**src/rtl/alu_pkg.sv**
```systemverilog
// Shared opcode map, sequencer state type and opcode legality helper
// for the ALU command sequencer.
package alu_pkg;

  localparam logic [3:0] OP_ADD  = 4'h0;
  localparam logic [3:0] OP_SUB  = 4'h1;
  localparam logic [3:0] OP_MUL  = 4'h2;
  localparam logic [3:0] OP_DIV  = 4'h3;
  localparam logic [3:0] OP_NOT  = 4'h4;
  localparam logic [3:0] OP_AND  = 4'h5;
  localparam logic [3:0] OP_OR   = 4'h6;
  localparam logic [3:0] OP_NAND = 4'h7;
  localparam logic [3:0] OP_NOR  = 4'h8;
  localparam logic [3:0] OP_XOR  = 4'h9;
  localparam logic [3:0] OP_SHL  = 4'hA;
  localparam logic [3:0] OP_SHR  = 4'hB;
  localparam logic [3:0] OP_LAST = 4'hB;

  typedef enum logic [1:0] {
    IDLE,
    ISSUE,
    RESPOND
  } state_t;

  function automatic logic is_legal_op(input logic [3:0] op);
    return (op <= OP_LAST);
  endfunction

endpackage

```
**src/rtl/alu_regfile.sv**
```systemverilog
// Small register file: two combinational read ports, one synchronous
// write port, asynchronous active-low clear.
module alu_regfile
  import alu_pkg::*;
#(
  parameter int unsigned DATA_W = 8,
  parameter int unsigned NREGS  = 4
) (
  input  logic                     clk,
  input  logic                     rst_n,
  input  logic                     we_i,
  input  logic [$clog2(NREGS)-1:0] waddr_i,
  input  logic [DATA_W-1:0]        wdata_i,
  input  logic [$clog2(NREGS)-1:0] raddr_a_i,
  output logic [DATA_W-1:0]        rdata_a_o,
  input  logic [$clog2(NREGS)-1:0] raddr_b_i,
  output logic [DATA_W-1:0]        rdata_b_o
);

  logic [DATA_W-1:0] regs_q [NREGS];

  always_ff @(posedge clk or negedge rst_n) begin
    if (!rst_n) begin
      for (int unsigned i = 0; i < NREGS; i++) begin
        regs_q[i] <= '0;
      end
    end else if (we_i) begin
      regs_q[waddr_i] <= wdata_i;
    end
  end

  assign rdata_a_o = regs_q[raddr_a_i];
  assign rdata_b_o = regs_q[raddr_b_i];

endmodule

```
**src/rtl/alu_sequencer.sv**
```systemverilog
// Command-side controller for the 8-bit ALU: fetches operands from the
// register file, holds ALU inputs while the result settles, writes back and responds.
module alu_sequencer
  import alu_pkg::*;
#(
  parameter int unsigned DATA_W        = 8,
  parameter int unsigned NREGS         = 4,
  parameter int unsigned SETTLE_CYCLES = 1
) (
  input  logic                     clk,
  input  logic                     rst_n,
  input  logic                     cmd_valid,
  output logic                     cmd_ready,
  input  logic [3:0]               cmd_op,
  input  logic [$clog2(NREGS)-1:0] cmd_dst,
  input  logic [$clog2(NREGS)-1:0] cmd_srca,
  input  logic [$clog2(NREGS)-1:0] cmd_srcb,
  input  logic                     cmd_useimm,
  input  logic [DATA_W-1:0]        cmd_imm,
  output logic [DATA_W-1:0]        alu_operanda,
  output logic [DATA_W-1:0]        alu_operandb,
  output logic [3:0]               alu_mux,
  input  logic [DATA_W-1:0]        alu_result,
  output logic                     rsp_valid,
  input  logic                     rsp_ready,
  output logic [DATA_W-1:0]        rsp_data,
  output logic                     rsp_err
);

  localparam int unsigned IDX_W = $clog2(NREGS);
  localparam int unsigned CNT_W = $clog2(SETTLE_CYCLES + 1);

  state_t            state_q, state_d;
  logic [DATA_W-1:0] opa_q, opa_d;
  logic [DATA_W-1:0] opb_q, opb_d;
  logic [3:0]        op_q, op_d;
  logic [IDX_W-1:0]  dst_q, dst_d;
  logic [CNT_W-1:0]  cnt_q, cnt_d;
  logic [DATA_W-1:0] rsp_data_q, rsp_data_d;
  logic              rsp_err_q, rsp_err_d;

  logic [DATA_W-1:0] rf_rdata_a, rf_rdata_b;
  logic              rf_we;
  logic              capture;
  logic              div_zero;

  alu_regfile #(
    .DATA_W (DATA_W),
    .NREGS  (NREGS)
  ) u_regfile (
    .clk       (clk),
    .rst_n     (rst_n),
    .we_i      (rf_we),
    .waddr_i   (dst_q),
    .wdata_i   (alu_result),
    .raddr_a_i (cmd_srca),
    .rdata_a_o (rf_rdata_a),
    .raddr_b_i (cmd_srcb),
    .rdata_b_o (rf_rdata_b)
  );

  always_ff @(posedge clk or negedge rst_n) begin
    if (!rst_n) begin
      state_q    <= IDLE;
      opa_q      <= '0;
      opb_q      <= '0;
      op_q       <= '0;
      dst_q      <= '0;
      cnt_q      <= '0;
      rsp_data_q <= '0;
      rsp_err_q  <= 1'b0;
    end else begin
      state_q    <= state_d;
      opa_q      <= opa_d;
      opb_q      <= opb_d;
      op_q       <= op_d;
      dst_q      <= dst_d;
      cnt_q      <= cnt_d;
      rsp_data_q <= rsp_data_d;
      rsp_err_q  <= rsp_err_d;
    end
  end

  // Operand/opcode registers only change on a legal accept, so the ALU
  // inputs hold their last issued values in every other state.
  always_comb begin
    state_d    = state_q;
    opa_d      = opa_q;
    opb_d      = opb_q;
    op_d       = op_q;
    dst_d      = dst_q;
    cnt_d      = cnt_q;
    rsp_data_d = rsp_data_q;
    rsp_err_d  = rsp_err_q;
    unique case (state_q)
      IDLE: begin
        if (cmd_valid) begin
          if (is_legal_op(cmd_op)) begin
            opa_d   = rf_rdata_a;
            opb_d   = cmd_useimm ? cmd_imm : rf_rdata_b;
            op_d    = cmd_op;
            dst_d   = cmd_dst;
            cnt_d   = CNT_W'(SETTLE_CYCLES);
            state_d = ISSUE;
          end else begin
            rsp_data_d = '0;
            rsp_err_d  = 1'b1;
            state_d    = RESPOND;
          end
        end
      end
      ISSUE: begin
        cnt_d = cnt_q - CNT_W'(1);
        if (capture) begin
          rsp_data_d = div_zero ? '1 : alu_result;
          rsp_err_d  = div_zero;
          state_d    = RESPOND;
        end
      end
      RESPOND: begin
        if (rsp_ready) begin
          state_d = IDLE;
        end
      end
      default: state_d = IDLE;
    endcase
  end

  always_comb begin
    cmd_ready = (state_q == IDLE);
    rsp_valid = (state_q == RESPOND);
    capture   = (state_q == ISSUE) && (cnt_q == CNT_W'(1));
    div_zero  = (op_q == OP_DIV) && (opb_q == '0);
    rf_we     = capture && !div_zero;
  end

  assign alu_operanda = opa_q;
  assign alu_operandb = opb_q;
  assign alu_mux      = op_q;
  assign rsp_data     = rsp_data_q;
  assign rsp_err      = rsp_err_q;

endmodule

```
**config.mk**
```make
export PLATFORM = sky130hd
export DESIGN_NAME = alu_sequencer
export DESIGN_NICKNAME = d
export VERILOG_FILES = /design/src/rtl/alu_pkg.sv /design/src/rtl/alu_regfile.sv /design/src/rtl/alu_sequencer.sv
export SDC_FILE = /design/constraint.sdc
export NUM_CORES = 1
export LEC_CHECK = 0
export ABC_AREA = 1
export BUFFER_PORTS_ARGS = -buffer_cell sky130_fd_sc_hd__buf_2
export CAP_MARGIN = 20
export CORE_MARGIN = 4
export CORE_UTILIZATION = 43
export CTS_CLUSTER_DIAMETER = 100
export DETAILED_ROUTE_END_ITERATION = 12
export PLACE_DENSITY = 0.64
export SETUP_SLACK_MARGIN = 0.15
export SKIP_CTS_REPAIR_TIMING = 1
export SYNTH_ARGS = -nofsm -noshare
export SYNTH_HDL_FRONTEND = slang
export SYNTH_HIERARCHICAL = 1
export SYNTH_SLANG_ARGS = --single-unit
```
**constraint.sdc**
```tcl
create_clock -name clk -period 2.2 [get_ports clk]
set_input_delay 0.66 -clock clk [delete_from_list [all_inputs] [get_ports clk]]
set_output_delay 0.66 -clock clk [all_outputs]
set_load 0.02 [all_outputs]
```
==> flow_metrics.tcl <==
set metrics [dict create \
    via_per_inst 4.89 \
    pin_count 62 \
    routed_wirelength_mm 9.19 \
    die_h_um 99.2 \
    netlist-cell-type-count 25 \
    grt_antenna_before_repair 0 \
    final-setup-viol-count 0 \
    synth-xor-area-share_pct 0 \
    synth_most_common_cell "nand2_1" \
    finalCritPeriodShare_pct 84.1 \
    synth_seq_cells 66 \
    numClockSinks 66 \
    grt_pass1_wl_mm 14.8 \
    gr-usage-all-layers_pct 19.0 \
    grt.overflow.total 0 \
    first_global_vias 2976 \
    syn_avg_cell_area_um2 7.27 \
    fmax_mhz 541 \
    synth_adder_area_share_pct 0 \
    area_delta_synth_final_pct 15.6 \
    clk_latency_ns 0.34 \
    syn-num-nets 523 \
    post-route-min-period_ns 1.85 \
    die_area_um2 9840 \
    hold_viol_final 0 \
    synth_edf_count 0 \
    clk_pin_slew_ns 0.08 \
    cts_tree "built" \
    maxSlewViolCount 0 \
    synthesis.area_um2 3580 \
    clk_path_buf_depth 2 \
    yosys.area_share.simple_pct 37.8 \
    drv_cap 0 \
    synth_area_leaders "dfrtp_1 46%, nand2_1 25%, inv_1 6.7%" \
    rsz0062_at_grt "no" \
    drt_iter0_markers 152 \
    ys.warnings.count 6 \
    synth.area.mux_share_pct 0 \
    drt-wirelength-per-cell_um 14.0 \
    first_pass_iters 4 \
    htree_levels 3 \
    portBuffers 61 \
    die_w_um 99.2 \
    start_util_pct 45.3 \
    coreArea_um2 7890 \
    synthTopCellsByCount "234 x nand2_1, 66 x dfrtp_1, 64 x inv_1, 41 x nand3_1, 16 x nand4_1" \
    synth_top_family_by_area "simple AND/OR/NAND/NOR gates" \
    synth.top_cell.area_share_pct 46.2 \
    r2r-start "alu_operandb[2]" \
    placed_area_um2 3920 \
    stdcell_area_um2 4130 \
    fillers 823 \
    arrival_ns 1.19 \
    cts_root_buffer "clkbuf_8" \
    syn_inst 492 \
    power.density_nw_per_um2 1400 \
    antenna_cells 0 \
    gp_congestion 0.880 \
    num_rows 32 \
    fin_nets 580 \
    rr_worst_depth 10 \
    rrSetupSlack_ns 0.38 \
    async_flop_share_pct 100 \
    cp-end-kind "output port" \
    numCtsBuffers 9 \
    status "complete, no violations" \
    finalClockSkew_ns 0.00933 \
    ys.flop_type "dfrtp_1" \
    slew_headroom_pct 52.5 \
    grt_max_degree 67 \
    route.detailed.drc 0 \
    p_leak_nw 2.43 \
    drive_gt1_share_pct 18.8 \
    critPathLaunchType "flip-flop" \
    worst_ir_drop_vdd_mv 0.540 \
    setup-tns-final_ns 0 \
    synth_compound_area_share_pct 4.90 \
    r2r-end "u_regfile/regs_q[8]" \
    vias 3208 \
    critPathKind "reg2out" \
    synth-seq-area-share_pct 46.2 \
    ant_nets 0 \
    hpwl_mm 6.69 \
    yosysTopAreaCell "dfrtp_1" \
    tightest_slew_ns 0.712 \
    crit_required_ns 1.54 \
    hp-class "in2async" \
    crit_path_max_fanout 4 \
]
[logic make-up after synthesis]
group,count (synthesis)
AO/OA/AOI/OAI,28
buffers and inverters,89
flip-flops,66
AND/OR/NAND/NOR,309
[worst max-delay path, cell delays in order (launching register included)]
cell     delay [ns]
dfrtp_1        0.47
inv_1          0.12
nor2_1         0.09
buf_2          0.16
[where the power goes]
group / switching [mW] / internal (mW) / total [mW] / leakage, nW
registers: 0.507 / 1.80 / 2.31 / 0.793
clock network: 0.488 / 0.647 / 1.14 / 0.108
logic: 1.54 / 0.790 / 2.33 / 1.53
[placed cells by master, fill, tap and decap left out, drive strengths merged]
cell type  count
inv           71
o21ai         24
nor2           8
nor3           2
o211ai         1
bufinv         2
buf           65
o31ai          1
clkbuf        11
dfrtp         66
clkinv         2
a21oi          2
nand2        237
nand3         46
nand4         16
[routing by layer]
layer  routed length, um  vias up  global-route usage, %
met5                   0        -                      0
met4                 108        0                   5.15
met3                 479       10                   4.07
met2                4200       94                   29.9
met1                4410     1471                   26.7
li1                    -     1633                      -
[per-stage QoR]
stage	std cells	util (%)	setup WS (ns)	power, mW	hold WS [ns]
floorplan	492	-	0.614	3.94	0.364
global placement	640	49.6	0.454	4.60	0.456
detailed placement	640	49.6	0.390	4.65	0.460
CTS	656	52.4	0.341	5.81	0.338
global route	656	52.4	0.156	6.23	0.357
finish	656	52.4	0.350	5.78	0.315
[layout make-up]
type	count	area [um^2]	share of cell area [%]
multi-input cells	337	1530	36.9
clock inverters	5	86.3	2.09
flip-flops and latches	66	1650	40.0
clock buffers	11	131	3.18
repair buffers	65	348	8.42
inverters	70	263	6.36
well taps	102	128	3.09
[state kept, by name, indices dropped and copies added, names as in the netlist]
name and count:
alu_operandb 8, rsp_err 1, alu_mux 4, dst_q 2, alu_operanda 8, cnt_q 1, u_regfile/regs_q 32, state_q 2
rsp_data 8
[worst max-delay path by stage]
stage	slack (ns)	startpoint	cells after the start	endpoint
final	0.35	state_q[1]	3	rsp_valid
after global routing	0.16	alu_operandb[2]	10	u_regfile/regs_q[13]
after CTS	0.34	state_q[1]	3	rsp_valid
after detailed placement	0.39	alu_operandb[2]	10	u_regfile/regs_q[8]
after global placement	0.45	alu_operandb[2]	10	u_regfile/regs_q[19]
after floorplan	0.61	state_q[0]	9	u_regfile/regs_q[5]
Power figures use the tool's default switching activity.
